<file path="config.mk">
export PLATFORM = sky130hd
export DESIGN_NAME = fifo_wr_arbiter
export DESIGN_NICKNAME = d
export VERILOG_FILES = /design/src/rtl/fifo_wr_arbiter.sv
export SDC_FILE = /design/constraint.sdc
export NUM_CORES = 1
export LEC_CHECK = 0
export CAP_MARGIN = 20
export CORE_AREA = 2 2 50 48
export DETAILED_ROUTE_END_ITERATION = 8
export DIE_AREA = 0 0 52 50
export PLACE_DENSITY = 0.85
export SLEW_MARGIN = 20
export SYNTH_ARGS = -nofsm -noshare
export SYNTH_HDL_FRONTEND = slang
export SYNTH_SLANG_ARGS = --single-unit
</file>
<file path="constraint.sdc">
create_clock -name clk_i -period 2.2 [get_ports clk_i]
set_input_delay 0.44 -clock clk_i [delete_from_list [all_inputs] [get_ports clk_i]]
set_output_delay 0.44 -clock clk_i [all_outputs]
set_load 0.05 [all_outputs]
</file>
<file path="src/rtl/fifo_wr_arbiter.sv">
// rtl/fifo_wr_arbiter.sv - round-robin write arbiter for a shared buffer write port
//
// Purpose:
//   Shares one buffer write port between NUM_REQ valid/ready producers.
//   Each cycle at most one beat moves from the granted producer to the buffer.
//   A full buffer back-pressures the granted producer.
//   Optional packet lock: when FIFO_ARB_PKT_LOCK_EN is defined, a requester keeps
//   the grant from its first beat until its req_last_i beat. This stops packets
//   from different requesters interleaving in the buffer. When the macro is
//   undefined, every beat is re-arbitrated.
//
// Ports:
//   clk_i        clock, all state on rising edge
//   rst_ni       asynchronous active-low reset
//   req_valid_i  per-requester beat valid
//   req_data_i   requester i data at [i*DATA_WIDTH +: DATA_WIDTH]
//   req_last_i   last beat of packet (lock feature only)
//   req_ready_o  beat i accepted this cycle when valid & ready
//   buf_wr_o     buffer write strobe
//   buf_wdata_o  buffer write data
//   buf_full_i   buffer full flag
//   grant_id_o   index of currently selected requester
//   locked_o     arbiter held in LOCK state

module fifo_wr_arbiter #(
    parameter int NUM_REQ    = 4,
    parameter int DATA_WIDTH = 8,
    parameter int ID_WIDTH   = $clog2(NUM_REQ)
) (
    input  logic                          clk_i,
    input  logic                          rst_ni,
    input  logic [NUM_REQ-1:0]            req_valid_i,
    input  logic [NUM_REQ*DATA_WIDTH-1:0] req_data_i,
    input  logic [NUM_REQ-1:0]            req_last_i,
    output logic [NUM_REQ-1:0]            req_ready_o,
    output logic                          buf_wr_o,
    output logic [DATA_WIDTH-1:0]         buf_wdata_o,
    input  logic                          buf_full_i,
    output logic [ID_WIDTH-1:0]           grant_id_o,
    output logic                          locked_o
);

    logic [ID_WIDTH-1:0] rr_ptr;
    logic [ID_WIDTH-1:0] rr_next;
    logic [ID_WIDTH-1:0] arb_id;
    logic [ID_WIDTH-1:0] cand;
    logic                arb_found;
    logic [ID_WIDTH-1:0] grant;
    logic                locked;
    logic                xfer;

    // Scan from rr_ptr upward, wrapping modulo NUM_REQ. With no valid
    // requester, the selection parks on rr_ptr.
    always_comb begin
        arb_id    = rr_ptr;
        arb_found = 1'b0;
        cand      = '0;
        for (int k = 0; k < NUM_REQ; k++) begin
            cand = ID_WIDTH'((int'(rr_ptr) + k) % NUM_REQ);
            if (!arb_found && req_valid_i[cand]) begin
                arb_found = 1'b1;
                arb_id    = cand;
            end
        end
    end

`ifdef FIFO_ARB_PKT_LOCK_EN
    localparam logic [0:0] ST_ARB  = 1'b0;
    localparam logic [0:0] ST_LOCK = 1'b1;

    logic [0:0]          state;
    logic [ID_WIDTH-1:0] lock_id;

    // A beat without last opens a packet and pins the grant. The pinned
    // requester's last beat closes it again.
    always_ff @(posedge clk_i or negedge rst_ni) begin
        if (!rst_ni) begin
            state   <= ST_ARB;
            lock_id <= '0;
        end else if (xfer) begin
            if (state == ST_ARB) begin
                if (!req_last_i[grant]) begin
                    state   <= ST_LOCK;
                    lock_id <= grant;
                end
            end else if (req_last_i[lock_id]) begin
                state <= ST_ARB;
            end
        end
    end

    assign locked = (state == ST_LOCK);
    assign grant  = locked ? lock_id : arb_id;
`else
    logic unused_last;
    assign unused_last = ^req_last_i;
    assign locked      = 1'b0;
    assign grant       = arb_id;
`endif

    assign xfer = req_valid_i[grant] & ~buf_full_i;

    always_comb begin
        req_ready_o        = '0;
        req_ready_o[grant] = xfer;
    end

    assign buf_wr_o    = xfer;
    assign buf_wdata_o = req_data_i[grant*DATA_WIDTH +: DATA_WIDTH];
    assign grant_id_o  = grant;
    assign locked_o    = locked;

    // Explicit wrap keeps the pointer in range for non-power-of-two NUM_REQ.
    assign rr_next = (grant == ID_WIDTH'(NUM_REQ - 1)) ? '0 : grant + ID_WIDTH'(1);

    always_ff @(posedge clk_i or negedge rst_ni) begin
        if (!rst_ni) begin
            rr_ptr <= '0;
        end else if (xfer) begin
            rr_ptr <= rr_next;
        end
    end

endmodule

</file>
==> flow_summary.json <==
{
  "yosys_warnings": 0,
  "hpwlAfterDp_mm": 1.98,
  "cts-htree-levels": 1,
  "antenna_found_initial": 0,
  "regToRegStartpoint": "rr_ptr[0]",
  "grt_max_degree": 11,
  "critPathMaxStageDelay_ps": 430,
  "fp-row-count": 16,
  "rsz0062_at_grt": "true",
  "nFillCells": 108,
  "largest_register_ffs": 2,
  "p_sw_mw": 1.21,
  "dp_cells": 164,
  "core_area_um2": 2060,
  "fin_ws_ps": -142,
  "diodes": 0,
  "top_regs": "rr_ptr (2)",
  "seqCellArea_um2": 52.6,
  "crit_chain": "buf_4, o21a_1, or2_4, buf_12, clkinv_8, nand2_4, a32oi_4, buf_12",
  "cp_max_fo": 5,
  "tns_ps": -1450,
  "io_buffers": 53,
  "ys_seq_area_frac": 0.0937,
  "instances_no_fill": 174,
  "worstPathRequired_ps": 1760,
  "ys_ff_latch": 2,
  "drive_above_1_share": 0.626,
  "violations": "setup timing",
  "gr-total-overflow": 0,
  "wl_per_cell_um": 18.0,
  "ios": 59,
  "clockBufferDepth": 2,
  "gp_congestion": 0.675,
  "comb_power_share": 0.928,
  "finalCriticalPeriod_ps": 2340,
  "synth.area.top_cells": "nand2_1, a32oi_1, a21oi_1",
  "final_util": 0.851,
  "route.detailed.drc": 0,
  "maxClockFrequency_mhz": 427,
  "clkLatencyLatePin_ps": 220,
  "finalSetupViolations": 12,
  "max-cap-violations": 0,
  "p_int_mw": 1.14,
  "cts_made_buffers": 3,
  "powerDensity_nw_per_um2": 1340,
  "netlist.area_leader.share": 0.169,
  "power.share.clock": 0.034,
  "power.leakage_nw": 0.669,
  "ys_types": 27,
  "via_per_inst": 4.97,
  "final-hold-violation-count": 0,
  "place_ws_ps": -595,
  "grt_pass1_vias": 994,
  "swShare": 0.517,
  "fin_crit_sh": 1.06,
  "skew_ps": 0.509,
  "ir_drop_v": 0.000904,
  "first_pass_iters": 4,
  "cp_slowest_cell": "dfrtp_2",
  "path_class": "flip-flop to output port",
  "start_util": 0.259,
  "final_max_slew_viol_count": 0,
  "layout_commonest_cell": "clkdlybuf4s50_1",
  "crit_arrival_ps": 1900,
  "syn_nets": 124,
  "avgSynthCellArea_um2": 6.94,
  "drt.antenna.violating_nets": 0,
  "clkSinkCount": 2,
  "syn2layout_area_growth_pct": 228,
  "cts_tree": "built",
  "most-common-layout-cells": "clkdlybuf4s50_1, buf_12, nand2_1, nand2_2",
  "track_usage": 0.237,
  "clkTransAtPathRegs_ps": 30,
  "die_h_um": 50,
  "regMostFlops": "rr_ptr",
  "synth_top_area_cell": "nand2_1",
  "cts-root-buf": "clkbuf_4",
  "routed_wl_mm": 3.14,
  "grt_first_pass_wirelength_mm": 4.55,
  "synthCells": 77,
  "layout.nets": 196,
  "first_iter_violations": 4,
  "crit_start": "rr_ptr[1]",
  "start_kind": "flip-flop",
  "hold_class": "input pin to async pin",
  "multiInputGateArea_um2": 781,
  "die-area_um2": 2600,
  "dieWidth_um": 52,
  "critPathCaptureType": "output port",
  "num_vias": 865,
  "crit_path_frequent_cell": "buf_12",
  "pwr-share-seq": 0.038,
  "status": "finished, violations left",
  "syn_area_um2": 534
}
## power groups by stage
| stage | Sequential, mW | Clock, mW | Combinational (mW) |
|---|---|---|---|
| after floorplan | 0.0756 | 0 | 1.13 |
| after global placement | 0.0728 | 0 | 1.76 |
| after detailed placement | 0.0783 | 0 | 1.80 |
| after CTS | 0.0824 | 0.0831 | 2.11 |
| after global routing | 0.0909 | 0.0849 | 2.27 |
| final | 0.0892 | 0.0799 | 2.18 |
## repair_timing
item / 4_1_cts / 5_1_grt
setup endpoints to repair: 15 / 14
pin swaps: 13 / 17
gates resized for setup: 62 / 18
cloned: 5 / 0
setup buffers: 2 / 0
endpoints found under the hold margin: 0 / 0
hold buffers: 0 / 0
## metrics by stage
stage	total power, mW	hold WS [ps]	cell area (µm²)
floorplan	1.21	144	757
global placement	1.83	566	1450
detailed placement	1.87	594	1450
CTS	2.27	389	1690
global route	2.44	401	1750
finish	2.35	409	1750
## cell usage after synthesis (all sizes together)
master and n:
a211o 1, o211ai 1, mux2 1, o21ai 1, nor3 1, a32oi 8, and2 4, nand2 24
conb 1, dfrtp 2, nor4 1, inv 3, a21oi 11, buf 5, nor2b 2, and3b 1
o21a 1, or2 1, and2b 1, nor2 3, ha 4
## area by class of cell
cell class | instances | share of cell area
repair buffers | 69 | 0.452
multi-input cells | 67 | 0.445
flip-flops and latches | 2 | 0.0300
repair inverters | 3 | 0.0250
well taps | 27 | 0.0193
inverters | 3 | 0.0157
clock buffers | 3 | 0.0128
## cell families (layout without fill, tap and decap cells)
family	count (synthesis)	in the layout	share of synthesized area
flip-flops	2	2	0.0937
AND/OR/NAND/NOR	38	38	0.330
buffers and inverters	8	78	0.150
AO/OA/AOI/OAI	23	23	0.304
adder cells (fa/ha/maj)	4	4	0.0937
other	1	1	0.00702
multiplexers	1	1	0.0211
## final timing paths
| kind | end | slack, ps | depth (start not counted) |
|---|---|---|---|
| setup / recovery | buf_wdata_o[6] | -140 | 8 |
| max in group asynchronous | rr_ptr[0] | 1630 | 1 |
| min in group clk_i | rr_ptr[1] | 590 | 1 |
| hold / removal | rr_ptr[1] | 410 | 1 |
| hold reg to reg | rr_ptr[1] | 590 | 1 |
| setup reg to reg | rr_ptr[1] | 380 | 6 |
## critical path, delay by kind of cell (launching register included)
kind | cells | cell delay [ps]
buffers and inverters | 4 | 580
AO/OA/AOI/OAI | 2 | 350
flip-flops | 1 | 430
AND/OR/NAND/NOR | 2 | 310
## routing by layer
| metal | vias up | global-route usage | wire [µm] |
|---|---|---|---|
| met4 | 0 | 0.0614 | 44 |
| met3 | 4 | 0.0364 | 145 |
| met2 | 35 | 0.504 | 1930 |
| met5 | - | 0 | 0 |
| li1 | 415 | - | - |
| met1 | 411 | 0.218 | 1020 |
(Power assumes the default switching activity.)
